### src/rtl/div20_iter.sv
// Iterative 20-bit unsigned restoring divider: one quotient bit per clock, MSB first.
// Trial subtractions go through the shared 20-bit subtraction unit div20_sub.

module div20_sub (
   input  logic [19:0] a,
   input  logic [19:0] b,
   output logic [19:0] out,
   output logic        cout
);
   logic [20:0] diff;

   assign diff = {1'b0, a} - {1'b0, b};
   assign out  = diff[19:0];
   assign cout = diff[20];
endmodule

module div20_iter (
   input  logic        clk,
   input  logic        rst_n,
   input  logic        start,
   input  logic [19:0] dividend,
   input  logic [19:0] divisor,
   output logic        busy,
   output logic        done,
   output logic [19:0] quotient,
   output logic [19:0] remainder,
   output logic        div_by_zero
);
   localparam int unsigned W     = 20;
   localparam int unsigned CNT_W = 5;

   typedef enum logic [1:0] {S_IDLE, S_RUN, S_DONE} state_t;

   state_t             state_q, state_d;
   logic [W-1:0]       wq_q, wq_d;
   logic [W-1:0]       dvs_q, dvs_d;
   logic [W-1:0]       rem_q, rem_d;
   logic [CNT_W-1:0]   cnt_q, cnt_d;
   logic               busy_q, busy_d;
   logic               done_q, done_d;
   logic [W-1:0]       quot_q, quot_d;
   logic [W-1:0]       remo_q, remo_d;
   logic               dbz_q, dbz_d;

   logic [W:0]         rs;
   logic [W-1:0]       trial;
   logic               borrow;
   logic               accept;
   logic [W:0]         rem_next;

   // Bit 20 of the partial remainder is always 0 after a step (either a
   // subtraction result or a rejected Rs that is below the divisor), so only
   // the low 20 bits are stored; the overflow bit lives only in Rs.
   assign rs = {rem_q, wq_q[W-1]};

   div20_sub u_sub (
      .a    (rs[W-1:0]),
      .b    (dvs_q),
      .out  (trial),
      .cout (borrow)
   );

   assign accept   = rs[W] | ~borrow;
   assign rem_next = accept ? {1'b0, trial} : rs;

   always_comb begin
      state_d = state_q;
      wq_d    = wq_q;
      dvs_d   = dvs_q;
      rem_d   = rem_q;
      cnt_d   = cnt_q;
      quot_d  = quot_q;
      remo_d  = remo_q;
      dbz_d   = dbz_q;

      case (state_q)
         S_IDLE: begin
            if (start) begin
               wq_d  = dividend;
               dvs_d = divisor;
               rem_d = '0;
               cnt_d = '0;
               if (divisor != '0) begin
                  state_d = S_RUN;
               end else begin
                  state_d = S_DONE;
                  quot_d  = '1;
                  remo_d  = dividend;
                  dbz_d   = 1'b1;
               end
            end
         end
         S_RUN: begin
            wq_d  = {wq_q[W-2:0], accept};
            rem_d = rem_next[W-1:0];
            cnt_d = cnt_q + CNT_W'(1);
            if (cnt_q == CNT_W'(W - 1)) begin
               state_d = S_DONE;
               quot_d  = {wq_q[W-2:0], accept};
               remo_d  = rem_next[W-1:0];
               dbz_d   = 1'b0;
            end
         end
         S_DONE:  state_d = S_IDLE;
         default: state_d = S_IDLE;
      endcase

      busy_d = (state_d != S_IDLE);
      done_d = (state_d == S_DONE);
   end

   always_ff @(posedge clk) begin
      if (!rst_n) begin
         state_q <= S_IDLE;
         wq_q    <= '0;
         dvs_q   <= '0;
         rem_q   <= '0;
         cnt_q   <= '0;
         busy_q  <= 1'b0;
         done_q  <= 1'b0;
         quot_q  <= '0;
         remo_q  <= '0;
         dbz_q   <= 1'b0;
      end else begin
         state_q <= state_d;
         wq_q    <= wq_d;
         dvs_q   <= dvs_d;
         rem_q   <= rem_d;
         cnt_q   <= cnt_d;
         busy_q  <= busy_d;
         done_q  <= done_d;
         quot_q  <= quot_d;
         remo_q  <= remo_d;
         dbz_q   <= dbz_d;
      end
   end

   assign busy        = busy_q;
   assign done        = done_q;
   assign quotient    = quot_q;
   assign remainder   = remo_q;
   assign div_by_zero = dbz_q;
endmodule
### config.mk
export PLATFORM = sky130hd
export DESIGN_NAME = div20_iter
export DESIGN_NICKNAME = d
export VERILOG_FILES = /design/src/rtl/div20_iter.sv
export SDC_FILE = /design/constraint.sdc
export NUM_CORES = 1
export LEC_CHECK = 0
export ABC_AREA = 1
export BUFFER_PORTS_ARGS = -buffer_cell sky130_fd_sc_hd__buf_2
export CAP_MARGIN = 20
export CORE_MARGIN = 2
export CORE_UTILIZATION = 30
export CTS_CLUSTER_DIAMETER = 120
export DETAILED_ROUTE_END_ITERATION = 12
export PLACE_DENSITY_LB_ADDON = 0.3
export SLEW_MARGIN = 20
export SYNTH_ARGS = -nofsm -noshare
export SYNTH_HDL_FRONTEND = slang
export SYNTH_SLANG_ARGS = --single-unit
export TNS_END_PERCENT = 20
### constraint.sdc
create_clock -name clk -period 6.22 [get_ports clk]
set_clock_uncertainty 0.15 [all_clocks]
set_input_delay 0.622 -clock clk [delete_from_list [all_inputs] [get_ports clk]]
set_output_delay 0.622 -clock clk [all_outputs]
set_load 0.02 [all_outputs]
==> results of run 1 <==
[per-stage QoR]
step | setup slack (ns) | hold WS (ns) | instance area [µm²] | utilization | power (mW)
detailed placement | 3.05 | 0.304 | 6590 | 0.339 | 1.34
finish | 3.04 | 0.316 | 6900 | 0.354 | 1.93
global placement | 3.10 | 0.299 | 6590 | 0.339 | 1.35
CTS | 3.02 | 0.321 | 6900 | 0.354 | 1.95
floorplan | 4.02 | 0.285 | 5970 | - | 1.20
global route | 2.73 | 0.335 | 6900 | 0.354 | 2.06
[report_power, final]
part	leakage (nW)	switching, mW	internal, mW
clock	0.155	0.275	0.327
combinational	2.70	0.360	0.173
sequential	0.902	0.0328	0.763
total	3.76	0.668	1.26
[layer usage]
metal | vias to the layer above | track usage | part of all wire
li1 | 3007 | - | -
met1 | 2546 | 0.220 | 0.50
met2 | 116 | 0.257 | 0.44
met3 | 21 | 0.0204 | 0.038
met4 | 0 | 0.0594 | 0.023
met5 | - | 0 | 0
[worst max path at each step]
stage | cells after the start | slack, ns | to
floorplan | 14 | 4.02 | rem_q[1]
global placement | 14 | 3.10 | rem_q[3]
detailed placement | 14 | 3.05 | remainder[3]
CTS | 14 | 3.02 | rem_q[3]
global route | 14 | 2.73 | remainder[18]
finish | 14 | 3.04 | rem_q[2]
[layout by cell type (no fill, tap or decap), types with 7 or more instances in the layout]
cell,instances
nand2_1,218
inv_1,148
dfxtp_1,110
buf_2,85
nor2_1,77
nand3_1,59
a21oi_1,58
o21ai_0,40
nand4_1,24
nor3_1,23
ha_1,21
o211ai_1,20
o21a_1,17
o21ai_1,11
xor2_1,9
clkbuf_16,9
buf_4,7
[cell families (layout without fill, tap and decap cells)]
logic type | Yosys count | in the layout | share of synthesized area
DFF | 110 | 110 | 0.369
xor gates and xnor gates | 10 | 10 | 0.0147
adders and majority gates | 22 | 22 | 0.0474
and+or+nand+nor | 411 | 411 | 0.292
AOI/OAI and AO/OA | 153 | 153 | 0.148
buffers and inverters | 196 | 262 | 0.128
[cell type report]
type | instances | area, µm² | share of cell area
clock buffers | 10 | 239 | 0.0346
clock inverters | 6 | 68.8 | 0.00997
inverters | 154 | 578 | 0.0838
multi-input cells | 596 | 3000 | 0.435
flip-flops and latches | 110 | 2200 | 0.319
well taps | 265 | 332 | 0.0481
repair buffers | 92 | 478 | 0.0693
[state kept, by name, summed over array words and instances, names as in the netlist]
name / count
rem_q: 20
remainder: 20
dvs_q: 20
cnt_q: 5
done: 1
busy: 1
wq_q: 20
div_by_zero: 1
state_q: 2
quotient: 20
[worst reg2reg max path: stages, from the launching register on]
cell and delay [ns]:
dfxtp_1 0.35, inv_1 0.05, ha_1 0.21, fa_1 0.41
inv_1 0.10, nand3_1 0.08, nand3_1 0.15, nand2_1 0.09
nand3_2 0.08, nand3_2 0.40, a21oi_4 0.66, nand2_1 0.18
nand3_1 0.11, nand2_1 0.05, inv_1 0.07
==> impl_metrics.toml, run 1 <==
[floorplan]
start_util = 0.307
design.die.area_um2 = 21000
io_pins = 86
die_y_um = 145
rows = 51
core_um2 = 19500
fp.dieW_um = 145

[clocking]
cts_root_buf = "clkbuf_16"
post_cts_buffers = 0
hold_buffers = 0
clk_latency_ns = 0.35
clk_pin_slew_ns = 0.07
numCtsBuffers = 9
clockBufferDepth = 2
h-tree-depth = 3
cts_tree = "done"
cts_resized = 0
numClockSinks = 110

[critical_path]
arrival_ns = 3.32
worstPathCellList = "inv_1 > ha_1 > fa_1 > inv_1 > nand3_1 > nand3_1 > nand2_1 > nand3_2 > nand3_2 > a21oi_4 > nand2_1 > nand3_1 > nand2_1 > inv_1"
critPathCaptureType = "register"
rr_worst_depth = 14
reg2reg_from = "wq_q[19]"
crit_path_max_fanout = 22
crit_buf_inv = 3
critPathSlowestCell = "a21oi_4"
crit_family = "simple AND/OR/NAND/NOR gates"
startpoint = "wq_q[19]"
worstSetupPathType = "reg2reg"
r2r_slack_ns = 3.04
required_ns = 6.37
critPathMaxStageDelay_ns = 0.65
rr_endpoint = "rem_q[2]"
start_kind = "register"

[placed_design]
portBuffers = 85
place_congestion = 0.893
hpwl_um = 12200
placed_cells = 1217

[sta]
max_slew_margin = 0.325
slew_viol_final = 0
worstMarginPinSlew_ns = 1.01
hold_viol_final = 0
tns_ns = 0
max_freq_mhz = 315
period_share = 0.511
setup_viol = 0
rsz0062_at_grt = "false"
period_needed_ns = 3.18

[min_path]
holdPathStages = 2
min-delay-start = "dvs_q[6]"
min_to = "dvs_q[6]"
hp-class = "reg2reg"

[synth]
async_flop_share = 0
ys_ff_latch = 110
yosysMostFrequentCell = "nand2_1"
ys.flop_type = "dfxtp_1"
syn_area_per_cell_um2 = 6.61
synth-edff-count = 0
ys_top_cells_by_count = "219 x nand2_1, 148 x inv_1, 110 x dfxtp_1, 77 x nor2_1, 59 x nand3_1"
synth_top_area_cell = "dfxtp_1"
synthCells = 902
seq_area_frac_synth = 0.369
syn-cell-area_um2 = 5970
yosys-top-cells-area = "dfxtp_1 37%, nand2_1 14%, inv_1 9.3%"
yosys_warnings = 0
yosysTopAreaCellShare = 0.369
syn_nets = 967
post_synth_num_cell_types = 33

[power_and_ir_drop]
pwr_density_cell_nw_per_um2 = 280
peakVddDrop_uv = 139
leakage_nw = 3.76

[finish]
drive_gt1_frac = 0.123
finalNonFillerCells = 1233
fill_cells = 2144
nets = 1028
num_antenna_cells = 0
syn_to_final_growth_pct = 15.6

[global_routing]
grt_max_degree = 88
antenna_found_initial = 0
grt-ovfl-total = 0
grt_use_total = 0.160
grt_pass1_wl_um = 27800
grt_pass1_vias = 5547

[job]
drv_cap = 0

[route]
routedWlPerCell_um = 13.4
drt_iter0_markers = 264
drc = 0
routed_wl_um = 16500
drtPass1Iterations = 4
vias_per_cell = 4.61
drt.antenna.violating_nets = 0
num_vias = 5690

[outcome]
status = "complete, no violations"
Note: power is estimated with default switching activity, not from simulation.
==> run 2, diff against run 1 <==
--- a/config.mk
+++ b/config.mk
@@ -5,7 +5,7 @@
 export SDC_FILE = /design/constraint.sdc
 export NUM_CORES = 1
 export LEC_CHECK = 0
-export ABC_AREA = 1
+export ABC_AREA = 0
 export BUFFER_PORTS_ARGS = -buffer_cell sky130_fd_sc_hd__buf_2
 export CAP_MARGIN = 20
 export CORE_MARGIN = 2
==> constraint.sdc (replaced) <==
create_clock -name clk -period 2.8 [get_ports clk]
set_clock_uncertainty 0.15 [all_clocks]
set_input_delay 0.28 -clock clk [delete_from_list [all_inputs] [get_ports clk]]
set_output_delay 0.28 -clock clk [all_outputs]
set_load 0.02 [all_outputs]
==> impl_metrics.toml, run 2 <==
[outcome]
status = "complete, no violations"

[floorplan]
design.die.area_um2 = 20500
core_um2 = 18800
fp.dieW_um = 143
io_pins = 86
die_y_um = 143
start_util = 0.309
rows = 50

[route]
vias_per_cell = 4.95
num_vias = 5251
routedWlPerCell_um = 15.4
drt_iter0_markers = 328
drc = 0
drt.antenna.violating_nets = 0
drtPass1Iterations = 4
routed_wl_um = 16300

[sta]
slew_viol_final = 0
period_share = 0.941
hold_viol_final = 0
period_needed_ns = 2.63
max_freq_mhz = 380
worstMarginPinSlew_ns = 0.847
setup_viol = 0
rsz0062_at_grt = "true"
max_slew_margin = 0.435

[synth]
yosysTopAreaCellShare = 0.379
async_flop_share = 0
seq_area_frac_synth = 0.379
synth_top_area_cell = "dfxtp_1"
synthCells = 728
syn_area_per_cell_um2 = 7.98
ys_top_cells_by_count = "110 x dfxtp_1, 90 x nor2_1, 87 x nand2_1, 44 x clkbuf_1, 36 x a21oi_1"
syn_nets = 793
post_synth_num_cell_types = 58
synth-edff-count = 0
yosys-top-cells-area = "dfxtp_1 38%, nor2_1 5.8%, nand2_1 5.6%"
yosysMostFrequentCell = "dfxtp_1"
yosys_warnings = 0
ys.flop_type = "dfxtp_1"
ys_ff_latch = 110
syn-cell-area_um2 = 5810

[critical_path]
critPathSlowestCell = "fa_1"
worstSetupPathType = "reg2reg"
required_ns = 2.94
crit_path_max_fanout = 9
crit_buf_inv = 2
critPathMaxStageDelay_ns = 0.40
arrival_ns = 2.78
crit_family = "adder cells"
start_kind = "register"
worstPathCellList = "inv_1 > ha_1 > fa_1 > nand2b_1 > a21oi_2 > o211ai_2 > nand3_2 > and2_1 > buf_6 > mux2_4 > o21ai_1"
critPathCaptureType = "register"

[global_routing]
grt_pass1_wl_um = 26000
antenna_found_initial = 0
grt_max_degree = 47
grt_use_total = 0.161
grt-ovfl-total = 0
grt_pass1_vias = 4815

[finish]
finish.utilization = 0.367
nets = 860
syn_to_final_growth_pct = 18.8
drive_gt1_frac = 0.183
final_cell_mix = "110 x dfxtp_1, 90 x nor2_1, 87 x nand2_1"
multi_input_area_um2 = 3340
fill_cells = 1987
stdcell_area_um2 = 6900
final_common_cell = "dfxtp_1"
num_antenna_cells = 0
seq_area_um2 = 2200

[power_and_ir_drop]
leakage_nw = 2.76
total_power_mw = 4.12
peakVddDrop_uv = 283
pwr_density_cell_nw_per_um2 = 596

[job]
drv_cap = 0

[placed_design]
hpwl_um = 12100
dpl_cell_area_um2 = 6570
portBuffers = 85
place_congestion = 0.860

[clocking]
post_cts_buffers = 0
clk_latency_ns = 0.36
h-tree-depth = 3
clockBufferDepth = 2
cts_root_buf = "clkbuf_16"
cts_tree = "done"
numCtsBuffers = 9
numClockSinks = 110
clk_pin_slew_ns = 0.08

[min_path]
hp-class = "in2reg"
-- run 2: per-stage QoR --
stage	cells	setup slack, ns	setup TNS, ns	hold WS, ns
after detailed placement	1044	0.0646	0	0.307
after CTS	1060	0.0483	0	0.0174
after floorplan	728	0.244	0	0.275
after global routing	1060	-0.0153	-0.0336	0.0265
final	1060	0.165	0	0.0316
after global placement	1044	0.126	0	0.301
-- run 2: kinds of logic after synthesis --
family	synth area share
simple gates	0.222
buf+inv	0.0554
mux	0.0241
compound gates	0.248
fa+ha+maj	0.0487
xor+xnor	0.0226
flops	0.379
-- run 2: final cells by class --
class / count / area share
Clock buffer: 9 / 0.0326
Clock inverter: 7 / 0.0118
Inverter: 24 / 0.0130
Multi-Input combinational cell: 539 / 0.484
Sequential cell: 110 / 0.319
Tap cell: 260 / 0.0471
Timing Repair Buffer: 111 / 0.0922
-- run 2: worst reg2reg max path: stages, from the launching register on --
cell,delay [ns]
dfxtp_1,0.34
inv_1,0.06
ha_1,0.20
fa_1,0.40
nand2b_1,0.19
a21oi_2,0.19
o211ai_2,0.14
nand3_2,0.11
and2_1,0.18
buf_6,0.18
mux2_4,0.32
o21ai_1,0.13
-- run 2: repair_timing --
item | in CTS | in global routing
hold endpoints to repair | 0 | 0
endpoints found under the setup margin | 0 | 24
resized for setup | 0 | 6
hold buffers | 0 | 0
-- run 2: path summary, 6_finish.rpt --
| kind | startpoint | to | slack (ns) | cells after the start |
|---|---|---|---|---|
| setup reg to reg | wq_q[19] | remainder[1] | 0.17 | 11 |
| hold reg to reg | dvs_q[9] | dvs_q[9] | 0.31 | 2 |
| hold / removal | divisor[14] | dvs_q[14] | 0.03 | 3 |
| setup / recovery | wq_q[19] | remainder[1] | 0.17 | 11 |
-- run 2: power breakdown --
part	internal, mW	switching (mW)	total [mW]	leakage [nW]
clock	0.711	0.629	1.34	0.151
sequential	1.63	0.0569	1.69	0.896
combinational	0.435	0.650	1.09	1.71
total	2.78	1.34	4.12	2.76
-- run 2: per-layer routing --
layer / vias up / global-route usage / wire length (µm)
met5: - / 0 / 0
met4: 0 / 0.0448 / 268
met3: 12 / 0.0402 / 771
met2: 111 / 0.243 / 7080
met1: 2414 / 0.228 / 8190
li1: 2714 / - / -
